File: src/rtl/infra_align_bw_sched_pkg.sv
// Shared types and constants for the align_bw_pseudo request scheduler.
// Holds the scheduler state encoding and the zero-fill sweep length helper.
package infra_align_bw_sched_pkg;

  typedef enum logic {
    INIT = 1'b0,
    RUN  = 1'b1
  } sched_state_t;

  // One write per (bank,row) pair during the post-reset zero fill.
  function automatic int sweep_len(input int nbnk, input int nrow);
    return nbnk * nrow;
  endfunction

  localparam int DEF_SWEEP_LEN = sweep_len(8, 1024);

endpackage

File: src/rtl/infra_rr_arb.sv
// Round-robin arbiter: search starts at the pointer and ascends with wrap.
// On a grant the pointer moves to winner+1; otherwise it holds.
module infra_rr_arb #(
  parameter int NUMREQ = 4,
  parameter int BITREQ = 2
) (
  input  logic              clk,
  input  logic              rst,
  input  logic [NUMREQ-1:0] i_req,
  output logic [NUMREQ-1:0] o_gnt,
  output logic [BITREQ-1:0] o_win,
  output logic              o_any,
  output logic [BITREQ-1:0] o_ptr
);

  localparam logic [BITREQ:0]   NREQ_W = (BITREQ+1)'(NUMREQ);
  localparam logic [BITREQ-1:0] LAST_W = BITREQ'(NUMREQ - 1);

  logic [BITREQ-1:0] r_ptr;
  logic [BITREQ:0]   w_sum;
  logic [BITREQ-1:0] w_idx;

  always_comb begin
    o_gnt = '0;
    o_win = '0;
    o_any = 1'b0;
    w_sum = '0;
    w_idx = '0;
    for (int k = 0; k < NUMREQ; k++) begin
      w_sum = {1'b0, r_ptr} + (BITREQ+1)'(k);
      if (w_sum >= NREQ_W) w_sum = w_sum - NREQ_W;
      w_idx = w_sum[BITREQ-1:0];
      if (!o_any && i_req[w_idx]) begin
        o_any        = 1'b1;
        o_gnt[w_idx] = 1'b1;
        o_win        = w_idx;
      end
    end
  end

  always_ff @(posedge clk) begin
    if (rst) begin
      r_ptr <= '0;
    end else if (o_any) begin
      r_ptr <= (o_win == LAST_W) ? '0 : o_win + BITREQ'(1);
    end
  end

  assign o_ptr = r_ptr;

endmodule

File: src/rtl/infra_align_bw_sched.sv
// Scheduler in front of the align_bw_pseudo core: optional zero-fill sweep,
// independent round-robin write/read arbitration and read-response steering.
module infra_align_bw_sched
  import infra_align_bw_sched_pkg::*;
#(
  parameter int NUMREQ   = 4,
  parameter int BITREQ   = 2,
  parameter int WIDTH    = 32,
  parameter int NUMVROW  = 1024,
  parameter int BITVROW  = 10,
  parameter int NUMVBNK  = 8,
  parameter int BITVBNK  = 3,
  parameter int RD_DELAY = 3,
  parameter int RSTINIT  = 1
) (
  input  logic                       clk,
  input  logic                       rst,
  input  logic [NUMREQ-1:0]          req_write,
  input  logic [NUMREQ*BITVBNK-1:0]  req_wr_bnk,
  input  logic [NUMREQ*BITVROW-1:0]  req_wr_adr,
  input  logic [NUMREQ*WIDTH-1:0]    req_bw,
  input  logic [NUMREQ*WIDTH-1:0]    req_din,
  output logic [NUMREQ-1:0]          req_wr_ready,
  input  logic [NUMREQ-1:0]          req_read,
  input  logic [NUMREQ*BITVBNK-1:0]  req_rd_bnk,
  input  logic [NUMREQ*BITVROW-1:0]  req_rd_adr,
  output logic [NUMREQ-1:0]          req_rd_ready,
  output logic [NUMREQ-1:0]          rsp_vld,
  output logic [WIDTH-1:0]           rsp_dout,
  output logic                       rsp_serr,
  output logic                       rsp_derr,
  output logic                       write,
  output logic [BITVBNK-1:0]         wr_bnk,
  output logic [BITVROW-1:0]         wr_adr,
  output logic [WIDTH-1:0]           bw,
  output logic [WIDTH-1:0]           din,
  output logic                       read,
  output logic [BITVBNK-1:0]         rd_bnk,
  output logic [BITVROW-1:0]         rd_adr,
  input  logic [WIDTH-1:0]           rd_dout,
  input  logic                       rd_serr,
  input  logic                       rd_derr,
  output logic                       init_done
);

  sched_state_t r_state, w_state_next;
  logic [BITVROW-1:0] r_row;
  logic [BITVBNK-1:0] r_bnk;
  logic               r_sweep_end;
  logic               w_run, w_last_pos;

  logic [BITVBNK-1:0] w_wr_bnk_a [NUMREQ];
  logic [BITVROW-1:0] w_wr_adr_a [NUMREQ];
  logic [WIDTH-1:0]   w_bw_a     [NUMREQ];
  logic [WIDTH-1:0]   w_din_a    [NUMREQ];
  logic [BITVBNK-1:0] w_rd_bnk_a [NUMREQ];
  logic [BITVROW-1:0] w_rd_adr_a [NUMREQ];

  for (genvar gi = 0; gi < NUMREQ; gi++) begin : g_unpack
    assign w_wr_bnk_a[gi] = req_wr_bnk[gi*BITVBNK +: BITVBNK];
    assign w_wr_adr_a[gi] = req_wr_adr[gi*BITVROW +: BITVROW];
    assign w_bw_a[gi]     = req_bw[gi*WIDTH +: WIDTH];
    assign w_din_a[gi]    = req_din[gi*WIDTH +: WIDTH];
    assign w_rd_bnk_a[gi] = req_rd_bnk[gi*BITVBNK +: BITVBNK];
    assign w_rd_adr_a[gi] = req_rd_adr[gi*BITVROW +: BITVROW];
  end

  assign w_run      = (r_state == RUN);
  assign init_done  = w_run;
  assign w_last_pos = (r_bnk == BITVBNK'(NUMVBNK - 1)) && (r_row == BITVROW'(NUMVROW - 1));

  always_comb begin
    w_state_next = r_state;
    case (r_state)
      INIT:    if (r_sweep_end) w_state_next = RUN;
      default: w_state_next = RUN;
    endcase
  end

  always_ff @(posedge clk) begin
    if (rst) r_state <= (RSTINIT != 0) ? INIT : RUN;
    else     r_state <= w_state_next;
  end

  // Row is the inner counter so NUMVROW need not be a power of two.
  always_ff @(posedge clk) begin
    if (rst) begin
      r_row       <= '0;
      r_bnk       <= '0;
      r_sweep_end <= 1'b0;
    end else if (!w_run && !r_sweep_end) begin
      if (w_last_pos) begin
        r_sweep_end <= 1'b1;
      end else if (r_row == BITVROW'(NUMVROW - 1)) begin
        r_row <= '0;
        r_bnk <= r_bnk + BITVBNK'(1);
      end else begin
        r_row <= r_row + BITVROW'(1);
      end
    end
  end

  logic [NUMREQ-1:0] w_wr_gnt, w_rd_gnt;
  logic [BITREQ-1:0] w_wr_win, w_rd_win;
  logic              w_wr_any, w_rd_any;
  logic [BITREQ-1:0] w_unused_wr_ptr, w_unused_rd_ptr;

  infra_rr_arb #(.NUMREQ(NUMREQ), .BITREQ(BITREQ)) u_wr_arb (
    .clk(clk), .rst(rst), .i_req(req_write & {NUMREQ{w_run}}),
    .o_gnt(w_wr_gnt), .o_win(w_wr_win), .o_any(w_wr_any), .o_ptr(w_unused_wr_ptr)
  );

  infra_rr_arb #(.NUMREQ(NUMREQ), .BITREQ(BITREQ)) u_rd_arb (
    .clk(clk), .rst(rst), .i_req(req_read & {NUMREQ{w_run}}),
    .o_gnt(w_rd_gnt), .o_win(w_rd_win), .o_any(w_rd_any), .o_ptr(w_unused_rd_ptr)
  );

  assign req_wr_ready = w_wr_gnt;
  assign req_rd_ready = w_rd_gnt;

  always_ff @(posedge clk) begin
    if (rst) begin
      write  <= 1'b0;
      wr_bnk <= '0;
      wr_adr <= '0;
      bw     <= '0;
      din    <= '0;
      read   <= 1'b0;
      rd_bnk <= '0;
      rd_adr <= '0;
    end else if (!w_run) begin
      write  <= !r_sweep_end;
      wr_bnk <= r_bnk;
      wr_adr <= r_row;
      bw     <= '1;
      din    <= '0;
      read   <= 1'b0;
    end else begin
      write <= w_wr_any;
      read  <= w_rd_any;
      if (w_wr_any) begin
        wr_bnk <= w_wr_bnk_a[w_wr_win];
        wr_adr <= w_wr_adr_a[w_wr_win];
        bw     <= w_bw_a[w_wr_win];
        din    <= w_din_a[w_wr_win];
      end
      if (w_rd_any) begin
        rd_bnk <= w_rd_bnk_a[w_rd_win];
        rd_adr <= w_rd_adr_a[w_rd_win];
      end
    end
  end

  // Stage 0 lines up with the core read; stage RD_DELAY with rd_dout.
  logic [RD_DELAY:0] r_tag_vld;
  logic [BITREQ-1:0] r_tag [RD_DELAY+1];

  always_ff @(posedge clk) begin
    if (rst) begin
      r_tag_vld <= '0;
      for (int s = 0; s <= RD_DELAY; s++) r_tag[s] <= '0;
    end else begin
      r_tag_vld <= {r_tag_vld[RD_DELAY-1:0], w_rd_any};
      r_tag[0]  <= w_rd_win;
      for (int s = 1; s <= RD_DELAY; s++) r_tag[s] <= r_tag[s-1];
    end
  end

  always_comb begin
    rsp_vld = '0;
    if (r_tag_vld[RD_DELAY]) rsp_vld[r_tag[RD_DELAY]] = 1'b1;
  end

  assign rsp_dout = rd_dout;
  assign rsp_serr = rd_serr;
  assign rsp_derr = rd_derr;

endmodule

File: config.mk
export PLATFORM = sky130hd
export DESIGN_NAME = infra_align_bw_sched
export DESIGN_NICKNAME = d
export VERILOG_FILES = /design/src/rtl/infra_align_bw_sched_pkg.sv /design/src/rtl/infra_rr_arb.sv /design/src/rtl/infra_align_bw_sched.sv
export SDC_FILE = /design/constraint.sdc
export NUM_CORES = 1
export LEC_CHECK = 0
export BUFFER_PORTS_ARGS = -buffer_cell sky130_fd_sc_hd__buf_2
export CORE_AREA = 2 2 209 211
export DETAILED_ROUTE_END_ITERATION = 10
export DIE_AREA = 0 0 211 213
export PLACE_DENSITY = 0.42
export SKIP_CTS_REPAIR_TIMING = 1
export SYNTH_ARGS = -nofsm -noshare
export SYNTH_HDL_FRONTEND = slang
export SYNTH_HIERARCHICAL = 1
export SYNTH_SLANG_ARGS = --single-unit
File: constraint.sdc
create_clock -name clk -period 10.54 [get_ports clk]
set_clock_uncertainty 0.15 [all_clocks]
set_input_delay 1.581 -clock clk [delete_from_list [all_inputs] [get_ports clk]]
set_output_delay 1.581 -clock clk [all_outputs]
set_load 0.02 [all_outputs]
==> metrics.cfg, run 1 <==
[floorplan]
design.die.area_mm2 = 0.04494
core-area_mm2 = 0.04270
ioPinCount = 543
chipWidth_um = 211
floorplan.rows = 76
die_y_um = 213
initial_core_utilization_pct = 18.66

[final_layout]
area.sequential_mm2 = 0.002466
fillers = 4587
final_nets = 1542
drive_gt1_share_pct = 55.06
area_delta_synth_final_pct = 39.73
multiInputGateArea_mm2 = 0.004908

[logic_synthesis]
synthCells = 722
netlist-cell-type-count = 57
synth.cells.most_frequent = sky130_fd_sc_hd__dfxtp_1 (123), sky130_fd_sc_hd__mux4_2 (97), sky130_fd_sc_hd__mux2i_1 (83), sky130_fd_sc_hd__nor2_1 (63), sky130_fd_sc_hd__a21oi_1 (58)
async_reset_ff_share_pct = 0
synth_area_leader_cell = sky130_fd_sc_hd__dfxtp_1
seq_total_area_yosys_pct = 30.91
synthFlopType = sky130_fd_sc_hd__dfxtp_1
synth.avg_cell_area_um2 = 11.03
ys_top_cells_by_area = sky130_fd_sc_hd__dfxtp_1 (31%), sky130_fd_sc_hd__mux4_2 (27%), sky130_fd_sc_hd__mux2i_1 (10%), sky130_fd_sc_hd__a21oi_1 (3.6%), sky130_fd_sc_hd__buf_4 (3.5%)
yosysWarningCount = 6
yosys_register_bits = 123
synth_most_common_cell = sky130_fd_sc_hd__dfxtp_1
synth_top_area_share_pct = 30.91
netlist_area_mm2 = 0.007965
syn_nets = 1140
synth_edf_count = 0

[power_and_ir_drop]
total_net_switching_power_uw = 292.0
power_frac_clock_pct = 49.4
power.leakage_nw = 4.456
p_per_area_mw_per_mm2 = 112.6
comb_power_share_pct = 12.1
pwr-share-seq_pct = 38.5
power.ir.vdd_worst_v = 0.00008541
netSwitchingFraction_pct = 23.30
power.internal_uw = 960.9
fin_total_pwr_mw = 1.253

[global_routing]
grt_max_degree = 75
grt_first_pass_wirelength_mm = 44.32
gr-total-overflow = 0
grt.total_usage_pct = 13.27
grt_pass1_vias = 7414
antenna_found_initial = 5

[detailed_routing]
detailroute.via_count = 7451
remaining_drc_errors = 0
number_of_iterations_in_the_first_detailed_routing_pass = 4
drt-met1-wl_mm = 12.45
drt-wirelength-per-cell_um = 18.44
totalWireLength_mm = 31.06
ant_nets = 0
detail_route.vias_per_cell = 4.425
detailedRoute.firstIterationViolations = 331
dr.max_layer_used = met5
met2RoutedLength_mm = 15.53
met3RoutedLength_mm = 2.487

[clock_tree]
tritoncts = yes
cts-buffers-inserted = 17
path_clk_slew_ns = 0.06
numClockSinks = 123
later_pin_clock_latency_in_the_skew_report_ns = 0.42
cts_root_buf = sky130_fd_sc_hd__clkbuf_16
cts_htree_levels = 4
cts_buffer_depth = 2

[place]
io_buffers = 474
finalWeightedCongestion = 0.8086
place_worst_setup_slack_ns = 4.862
detailedPlacementHpwl_mm = 24.21

[critical_path]
cp-start-kind = input pin
path_class = in -> out
timing.critical_path.to_type = output port
worstPathRequired_ns = 8.81
cp_data_arrival_time_ns = 3.48
worst-path-max-fanout = 12

[sta]
timing.final.crit_share_pct = 49.46
totalNegativeSetupSlack_ns = 0
finalHoldViolations = 0
slew_headroom_pct = 23.29
worst_margin_slew_ns = 1.151
grt_setup_unrepaired = false
clock.fmax_ghz = 0.1918
timing.final.setup_violations = 0
finalCriticalPeriod_ns = 5.213
final_critical_path_setup_slack_ns = 5.327
slew_violations = 0

[job]
drv_cap = 0

[min_path]
hp-class = reg -> reg

[status]
outcome = complete, no violations

==> sequential cells by signal (all words and copies together), names as in the netlist, named ones only <==
name            flops
r_sweep_end         1
wr_bnk              3
r_row              10
r_tag               8
read                1
u_wr_arb/o_ptr      1
u_rd_arb/o_ptr      2
r_tag_vld           4
r_bnk               3
din                32
write               1
wr_adr             10
bw                 32
rd_adr             10
rd_bnk              3
init_done           1
==> critical path, stage by stage <==
cell and delay, ns:
sky130_fd_sc_hd__buf_2 0.09, sky130_fd_sc_hd__and2_1 0.23, sky130_fd_sc_hd__mux4_2 0.64, sky130_fd_sc_hd__nor3_2 0.36, sky130_fd_sc_hd__and2_1 0.26, sky130_fd_sc_hd__a221o_1 0.16
sky130_fd_sc_hd__buf_2 0.16
==> cells by family after synthesis <==
group	share of synthesized area, %
XOR/XNOR	0.1100
flip-flops	30.91
buffers and inverters	7.901
multiplexers	38.00
AO/OA/AOI/OAI	9.378
adder cells (fa/ha/maj)	2.199
AND/OR/NAND/NOR	11.50
==> cell type report <==
| type | count | area share (%) |
|---|---|---|
| multi-input combinational | 491 | 44.10 |
| antenna | 1 | 0.02248 |
| tap | 546 | 6.138 |
| sequential | 123 | 22.16 |
| clock buffer | 26 | 4.486 |
| timing repair buffer | 480 | 21.74 |
| inverter | 11 | 0.3710 |
| clock inverter | 6 | 0.9781 |
==> path summary, 6_finish.rpt <==
check | start | end | slack, ns | depth (start not counted)
worst max-delay path | req_write[3] | req_wr_ready[2] | 5.33 | 7
worst min-delay path | r_tag[1][1] | r_tag[2][1] | 0.29 | 1
worst max register to register | register | bw[1] | 5.72 | 10
worst min register to register | r_tag[1][1] | r_tag[2][1] | 0.29 | 1
==> metal layers <==
| layer | track usage, % | vias up |
|---|---|---|
| li1 | - | 3516 |
| met1 | 15.27 | 3538 |
| met2 | 22.95 | 366 |
| met3 | 4.824 | 27 |
| met4 | 4.055 | 4 |
| met5 | 0 | - |
==> through the flow <==
step / utilization [%] / area, um2 / hold WS (ns) / instances
6_report: 26.07 / 11130 / 0.2863 / 1684
5_1_grt: 26.07 / 11130 / 0.3063 / 1684
4_1_cts: 26.06 / 11130 / 0.2871 / 1683
3_5_place_dp: 24.64 / 10520 / 0.2735 / 1651
3_3_place_gp: 24.64 / 10520 / 0.2702 / 1651
2_1_floorplan: - / 7965 / 0.2638 / 722
==> power by group through the flow <==
stage / clock (mW) / sequential, mW / combinational, mW
final: 0.618 / 0.483 / 0.152
after global routing: 0.667 / 0.484 / 0.165
after CTS: 0.648 / 0.483 / 0.154
after detailed placement: 0 / 0.493 / 0.153
after global placement: 0 / 0.493 / 0.152
after floorplan: 0 / 0.499 / 0.0732
==> layout by cell type (no fill, tap or decap), drive strengths merged, types with 6 or more instances in the layout <==
cell / synthesis / layout
inv: 11 / 11
a21oi: 58 / 58
a211oi: 14 / 14
buf: 71 / 480
mux2i: 83 / 83
o21ai: 9 / 9
nor2b: 15 / 15
ha: 14 / 14
or4: 6 / 6
a22oi: 9 / 9
nor4: 6 / 6
and2: 10 / 10
nor2: 65 / 65
nand3: 11 / 11
nand2: 42 / 42
mux4: 97 / 97
clkbuf: 26 / 26
or3: 6 / 6
dfxtp: 123 / 123
(Power assumes the default switching activity.)
==> run 2: changes to the inputs <==
--- a/config.mk
+++ b/config.mk
@@ -5,11 +5,12 @@
 export SDC_FILE = /design/constraint.sdc
 export NUM_CORES = 1
 export LEC_CHECK = 0
+export ABC_AREA = 1
 export BUFFER_PORTS_ARGS = -buffer_cell sky130_fd_sc_hd__buf_2
 export CORE_AREA = 2 2 209 211
 export DETAILED_ROUTE_END_ITERATION = 10
 export DIE_AREA = 0 0 211 213
-export PLACE_DENSITY = 0.42
+export PLACE_DENSITY = 0.44
 export SKIP_CTS_REPAIR_TIMING = 1
 export SYNTH_ARGS = -nofsm -noshare
 export SYNTH_HDL_FRONTEND = slang
==> constraint.sdc (replaced) <==
create_clock -name clk -period 5 [get_ports clk]
set_clock_uncertainty 0.15 [all_clocks]
set_input_delay 0.75 -clock clk [delete_from_list [all_inputs] [get_ports clk]]
set_output_delay 0.75 -clock clk [all_outputs]
set_load 0.02 [all_outputs]
==> metrics.cfg, run 2 <==
[status]
outcome = complete, no violations

[detailed_routing]
totalWireLength_mm = 38.76  ; +25%
met2RoutedLength_mm = 19.25  ; +24%
drt-wirelength-per-cell_um = 16.69  ; -9.5%
ant_nets = 0  ; unchanged
detailedRoute.firstIterationViolations = 484  ; +46%
met3RoutedLength_mm = 2.427  ; -2.4%
detailroute.via_count = 10413  ; +40%
dr.max_layer_used = met4
detail_route.vias_per_cell = 4.483  ; +1.3%
drt-met1-wl_mm = 16.73  ; +34%
remaining_drc_errors = 0  ; unchanged
number_of_iterations_in_the_first_detailed_routing_pass = 5  ; +1

[global_routing]
grt_first_pass_wirelength_mm = 56.05  ; +26%
antenna_found_initial = 3  ; -2
gr-total-overflow = 0  ; unchanged
grt.total_usage_pct = 16.36  ; +3.1 points
grt_pass1_vias = 9621  ; +30%
grt_max_degree = 156  ; +110%

[logic_synthesis]
synthCells = 1383  ; +92%
synth_top_family_by_area = simple AND/OR/NAND/NOR gates
async_reset_ff_share_pct = 0  ; unchanged
synth.avg_cell_area_um2 = 6.255  ; -43%
synthFlopType = sky130_fd_sc_hd__dfxtp_1
yosys.area_share.xor_xnor_pct = 0.2025  ; +0.093 points
netlist_area_mm2 = 0.008651  ; +8.6%
yosys_register_bits = 123  ; unchanged
synth_most_common_cell = sky130_fd_sc_hd__nor2_1
post_synth_and_or_nand_nor_area_fraction_pct = 27.38  ; +16 points
synth_fa_ha_area_share_pct = 2.025  ; -0.17 points
synth_edf_count = 0  ; unchanged
synth_top_area_share_pct = 28.46  ; -2.5 points
yosysWarningCount = 6  ; unchanged
netlist-cell-type-count = 39  ; -32%
synth.cells.most_frequent = sky130_fd_sc_hd__nor2_1 (339), sky130_fd_sc_hd__o21ai_0 (204), sky130_fd_sc_hd__inv_1 (156), sky130_fd_sc_hd__nand2_1 (138), sky130_fd_sc_hd__dfxtp_1 (123)
syn_nets = 1801  ; +58%
ys_top_cells_by_area = sky130_fd_sc_hd__dfxtp_1 (28%), sky130_fd_sc_hd__nor2_1 (15%), sky130_fd_sc_hd__o21ai_0 (12%), sky130_fd_sc_hd__inv_1 (6.8%), sky130_fd_sc_hd__nand2_1 (6.0%)
synth_area_leader_cell = sky130_fd_sc_hd__dfxtp_1
seq_total_area_yosys_pct = 28.46  ; -2.5 points
synth_compound_area_share_pct = 26.08  ; +17 points
synthMuxAreaShare_pct = 0  ; -38 points

[final_layout]
drive_gt1_share_pct = 32.21  ; -23 points
final_design_area_no_fill_mm2 = 0.01169  ; +5.0%
final_nets = 2181  ; +41%
largest_registers = bw (32), din (32)
area_delta_synth_final_pct = 35.09
mostFrequentLayoutCells = sky130_fd_sc_hd__buf_2 (474), sky130_fd_sc_hd__nor2_1 (339), sky130_fd_sc_hd__o21ai_0 (204)
fin_cells = 2323  ; +38%
fillers = 4896  ; +6.7%
layout.cells.most_common = sky130_fd_sc_hd__buf_2

[power_and_ir_drop]
power.leakage_nw = 5.970  ; +34%
p_per_area_mw_per_mm2 = 562.9  ; +400%
power.ir.vdd_worst_v = 0.0007027  ; +720%
fin_total_pwr_mw = 6.578  ; +430%

[floorplan]
chipWidth_um = 211  ; unchanged
floorplan.rows = 76  ; unchanged
design.die.area_mm2 = 0.04494  ; unchanged
core-area_mm2 = 0.04270  ; unchanged
ioPinCount = 543  ; unchanged
initial_core_utilization_pct = 20.26  ; +1.6 points
die_y_um = 213  ; unchanged

[critical_path]
cp_data_arrival_time_ns = 3.84  ; +0.36 ns
crit_end = bw[6]
timing.critical_path.to_type = register
critical_path.reg2reg.endpoint = bw[6]
worstPathRequired_ns = 5.16  ; -3.65 ns
reg2reg_depth = 12  ; +2
worst-path-max-fanout = 32  ; +20
minimum_setup_slack_among_reg_to_reg_paths_ns = 1.33  ; -4.39 ns
cp-start-kind = register
path_class = reg -> reg

[clock_tree]
cts_htree_levels = 4  ; unchanged
cts-buffers-inserted = 17  ; unchanged
path_clk_slew_ns = 0.06  ; about the same
later_pin_clock_latency_in_the_skew_report_ns = 0.43  ; about the same
cts_buffer_depth = 2  ; unchanged
tritoncts = yes
numClockSinks = 123  ; unchanged
cts_root_buf = sky130_fd_sc_hd__clkbuf_16

[place]
detailedPlacementHpwl_mm = 29.58  ; +22%
postPlaceCellArea_mm2 = 0.01109  ; +5.4%
dp.cells = 2290  ; +39%
io_buffers = 474  ; unchanged
finalWeightedCongestion = 0.8520  ; +5.4%

[sta]
totalNegativeSetupSlack_ns = 0  ; unchanged
finalHoldViolations = 0  ; unchanged
clock.fmax_ghz = 0.2722
slew_violations = 0  ; unchanged
finalCriticalPeriod_ns = 3.674
grt_setup_unrepaired = false
timing.final.setup_violations = 0  ; unchanged
slew_headroom_pct = 23.44  ; +0.15 points
worst_margin_slew_ns = 1.147  ; -0.003560 ns
timing.final.crit_share_pct = 73.48

[job]
drv_cap = 0  ; unchanged

[min_path]
hp-class = reg -> reg

[run 2: cell count changes after synthesis, sizes merged, moves of 51 or more]
cell and change:
inv +158, mux2i -83, mux4 -97, nand2 +115
nor2 +282, o211ai +60, o21ai +226, o22ai +51
[run 2: worst min-delay path by stage]
stage,start,endpoint,slack (ns),cells after the start
final,r_tag_vld[2],r_tag_vld[3],0.25,2
after global routing,r_tag_vld[2],r_tag_vld[3],0.27,2
after CTS,r_tag_vld[2],r_tag_vld[3],0.25,2
after detailed placement,r_tag_vld[1],r_tag_vld[2],0.24,2
after global placement,r_tag_vld[1],r_tag_vld[2],0.24,2
after floorplan,r_tag[0][0],r_tag[1][0],0.24,2
[run 2: area by class of cell]
class                           count  area, um2  share of cell area (%)
Antenna cell                        1      2.502                 0.02141
Clock buffer                       19      452.9                   3.876
Clock inverter                     13      141.4                   1.210
Inverter                          169      641.9                   5.493
Multi-Input combinational cell    967       4822                   41.26
Sequential cell                   123       2462                   21.07
Tap cell                          546      683.2                   5.846
Timing Repair Buffer              485       2480                   21.22
[run 2: logic make-up (layout without fill, tap and decap cells)]
group | Yosys count | count (layout)
and+or+nand+nor | 554 | 554
AOI/OAI and AO/OA | 397 | 397
buffers and inverters | 293 | 686
DFF | 123 | 123
adders and majority gates | 14 | 14
xor gates and xnor gates | 2 | 2
other | 0 | 1
[run 2: stage by stage]
| step | hold slack [ns] | setup slack [ns] | util [%] |
|---|---|---|---|
| after global routing | 0.2677 | 0.9440 | 27.37 |
| after detailed placement | 0.2420 | 1.238 | 25.97 |
| after global placement | 0.2392 | 1.331 | 25.97 |
| after CTS | 0.2472 | 1.261 | 27.36 |
| after floorplan | 0.2383 | 2.111 | - |
| final | 0.2468 | 1.326 | 27.37 |
[run 2: metal layers]
layer | vias up | track usage (%)
met5 | - | 0
met3 | 24 | 4.118
li1 | 5256 | -
met1 | 4747 | 20.27
met4 | 0 | 3.254
met2 | 386 | 28.66
[run 2: report_power, final]
group	internal [mW]	switching (mW)
registers	1.03	0.0468
logic	1.27	2.97
clock network	0.762	0.496
[run 2: worst max-delay path: stages (launching register included)]
cell                       delay, ns
sky130_fd_sc_hd__dfxtp_1        0.52
sky130_fd_sc_hd__inv_2          0.18
sky130_fd_sc_hd__ha_1           0.37
sky130_fd_sc_hd__inv_1          0.10
sky130_fd_sc_hd__nand3_2        0.10
sky130_fd_sc_hd__nand2_4        0.10
sky130_fd_sc_hd__nand3_4        0.10
sky130_fd_sc_hd__nor2_1         0.15
sky130_fd_sc_hd__clkinv_1       0.27
sky130_fd_sc_hd__nor2_4         0.43
sky130_fd_sc_hd__inv_1          0.60
sky130_fd_sc_hd__o211ai_1       0.39
sky130_fd_sc_hd__inv_1          0.06
==> run 3: changes to the inputs <==
--- a/config.mk
+++ b/config.mk
@@ -7,9 +7,9 @@
 export LEC_CHECK = 0
 export ABC_AREA = 1
 export BUFFER_PORTS_ARGS = -buffer_cell sky130_fd_sc_hd__buf_2
-export CORE_AREA = 2 2 209 211
+export CORE_AREA = 2 2 213 215
 export DETAILED_ROUTE_END_ITERATION = 10
-export DIE_AREA = 0 0 211 213
+export DIE_AREA = 0 0 215 217
 export PLACE_DENSITY = 0.44
 export SKIP_CTS_REPAIR_TIMING = 1
 export SYNTH_ARGS = -nofsm -noshare
==> constraint.sdc (replaced) <==
create_clock -name clk -period 3.1 [get_ports clk]
set_clock_uncertainty 0.15 [all_clocks]
set_input_delay 0.465 -clock clk [delete_from_list [all_inputs] [get_ports clk]]
set_output_delay 0.465 -clock clk [all_outputs]
set_load 0.02 [all_outputs]
==> metrics.cfg, run 3 (synthesized netlist as in run 2, its figures left out) <==
[floorplan]
floorplan.rows = 78  ; +2.6%
die_y_um = 217  ; +1.9%
core-area_mm2 = 0.04470  ; +4.7%
initial_core_utilization_pct = 19.35  ; -0.91 points
ioPinCount = 543  ; unchanged
design.die.area_mm2 = 0.04666  ; +3.8%
chipWidth_um = 215  ; +1.9%

[sta]
worst_margin_slew_ns = 0.8442  ; -0.3028 ns
slew_headroom_pct = 43.72  ; +20 points
slew_violations = 0  ; unchanged
clock.fmax_ghz = 0.3429  ; +26%
timing.final.crit_share_pct = 94.09  ; +21 points
finalHoldViolations = 0  ; unchanged
finalCriticalPeriod_ns = 2.917  ; -0.7573 ns
timing.final.setup_violations = 0  ; unchanged
grt_setup_unrepaired = true

[clock_tree]
tritoncts = yes
cts_buffer_depth = 2  ; unchanged
later_pin_clock_latency_in_the_skew_report_ns = 0.44  ; about the same
cts-buffers-inserted = 17  ; unchanged
path_clk_slew_ns = 0.07  ; about the same
numClockSinks = 123  ; unchanged
cts_root_buf = sky130_fd_sc_hd__clkbuf_16
cts_htree_levels = 4  ; unchanged

[final_layout]
area_delta_synth_final_pct = 39.54
multiInputGateArea_mm2 = 0.004831  ; +0.18%
drive_gt1_share_pct = 33.28  ; +1.1 points
area.sequential_mm2 = 0.002462  ; unchanged
final_nets = 2211  ; +1.4%
fillers = 5176  ; +5.7%
final_design_area_no_fill_mm2 = 0.01207  ; +3.3%
mostFrequentLayoutCells = sky130_fd_sc_hd__buf_2 (474), sky130_fd_sc_hd__nor2_1 (338), sky130_fd_sc_hd__o21ai_0 (202)
layout.cells.most_common = sky130_fd_sc_hd__buf_2
largest_registers = bw (32), din (32)
fin_cells = 2411  ; +3.8%

[critical_path]
path_class = reg -> reg
cp_data_arrival_time_ns = 3.14  ; -0.70 ns
timing.critical_path.to_type = register
cp-start-kind = register
worstPathRequired_ns = 3.33  ; -1.83 ns
worst-path-max-fanout = 75  ; +130%

[detailed_routing]
number_of_iterations_in_the_first_detailed_routing_pass = 4  ; -1
remaining_drc_errors = 0  ; unchanged
detailroute.via_count = 10552  ; +1.3%
drt-wirelength-per-cell_um = 16.70  ; +0.10%
detail_route.vias_per_cell = 4.377  ; -2.4%
totalWireLength_mm = 40.27  ; +3.9%
detailedRoute.firstIterationViolations = 587  ; +21%
ant_nets = 0  ; unchanged

[global_routing]
grt_max_degree = 79  ; -49%
gr-total-overflow = 0  ; unchanged
grt.total_usage_pct = 16.53  ; +0.17 points
grt_pass1_vias = 10015  ; +4.1%
antenna_found_initial = 7  ; +4
grt_first_pass_wirelength_mm = 59.53  ; +6.2%

[place]
finalWeightedCongestion = 0.9260  ; +8.7%
dp.cells = 2371  ; +3.5%
detailedPlacementHpwl_mm = 31.02  ; +4.9%
postPlaceCellArea_mm2 = 0.01143  ; +3.1%
io_buffers = 474  ; unchanged

[job]
drv_cap = 0  ; unchanged

[power_and_ir_drop]
power.leakage_nw = 6.149  ; +3.0%
p_per_area_mw_per_mm2 = 930.2  ; +65%
power.ir.vdd_worst_v = 0.0009264  ; +32%

[min_path]
hp-class = in -> reg

[status]
outcome = complete, no violations

==> run 3: area by class of cell <==
cell class / count / share of cell area [%]
inverter: 169 / 5.317
clock inverter: 10 / 0.7670
sequential: 123 / 20.40
timing repair buffer: 515 / 23.33
tap: 600 / 6.219
clock buffer: 22 / 3.845
multi-input combinational: 967 / 40.02
antenna: 5 / 0.1036
==> run 3: report_power, final <==
part | internal, mW | total [mW] | switching, mW
clock | 1.14 | 1.95 | 0.803
sequential | 1.66 | 1.70 | 0.0386
combinational | 2.60 | 7.58 | 4.97
==> run 3: final timing paths <==
path / slack [ns] / from / endpoint / depth (start not counted)
max reg2reg: 0.18 / u_wr_arb/o_ptr[1] / din[4] / 15
min reg2reg: 0.25 / r_tag_vld[2] / r_tag_vld[3] / 2
min: 0.24 / req_bw[59] / bw[27] / 5
max: 0.18 / u_wr_arb/o_ptr[1] / din[4] / 15
==> run 3: worst max-delay path, stage by stage, from the launching register on <==
cell	delay, ns
sky130_fd_sc_hd__dfxtp_1	0.34
sky130_fd_sc_hd__inv_1	0.12
sky130_fd_sc_hd__ha_1	0.38
sky130_fd_sc_hd__inv_1	0.08
sky130_fd_sc_hd__nand3_2	0.09
sky130_fd_sc_hd__nand2_4	0.08
sky130_fd_sc_hd__nor2_1	0.20
sky130_fd_sc_hd__nand2_1	0.09
sky130_fd_sc_hd__nand3_2	0.12
sky130_fd_sc_hd__nand2_4	0.13
sky130_fd_sc_hd__inv_4	0.12
sky130_fd_sc_hd__buf_12	0.26
sky130_fd_sc_hd__o21ai_0	0.14
sky130_fd_sc_hd__o22ai_1	0.30
sky130_fd_sc_hd__o21ai_0	0.13
sky130_fd_sc_hd__inv_1	0.06
==> run 3: metrics by stage <==
step / setup TNS (ns) / worst slack (ns) / total power, mW / hold WS [ns] / util, %
2_1_floorplan: 0 / 0.4853 / 6.978 / 0.2383 / -
3_3_place_gp: 0 / 0.1213 / 9.198 / 0.2400 / 25.58
3_5_place_dp: 0 / 0.06834 / 9.207 / 0.2429 / 25.58
4_1_cts: 0 / 0.03924 / 11.23 / 0.2063 / 26.83
5_1_grt: -0.02287 / -0.02074 / 12.38 / 0.2489 / 27.00
6_report: 0 / 0.1833 / 11.23 / 0.2404 / 27.01
==> run 3: layer usage <==
layer  up-vias  wire [um]  global-route usage, %
li1       5310          -                      -
met2       391      19580                  28.45
met3        43       2428                  3.816
met4         2        670                  5.241
met5         -         13                      0
met1      4806      17580                  20.42
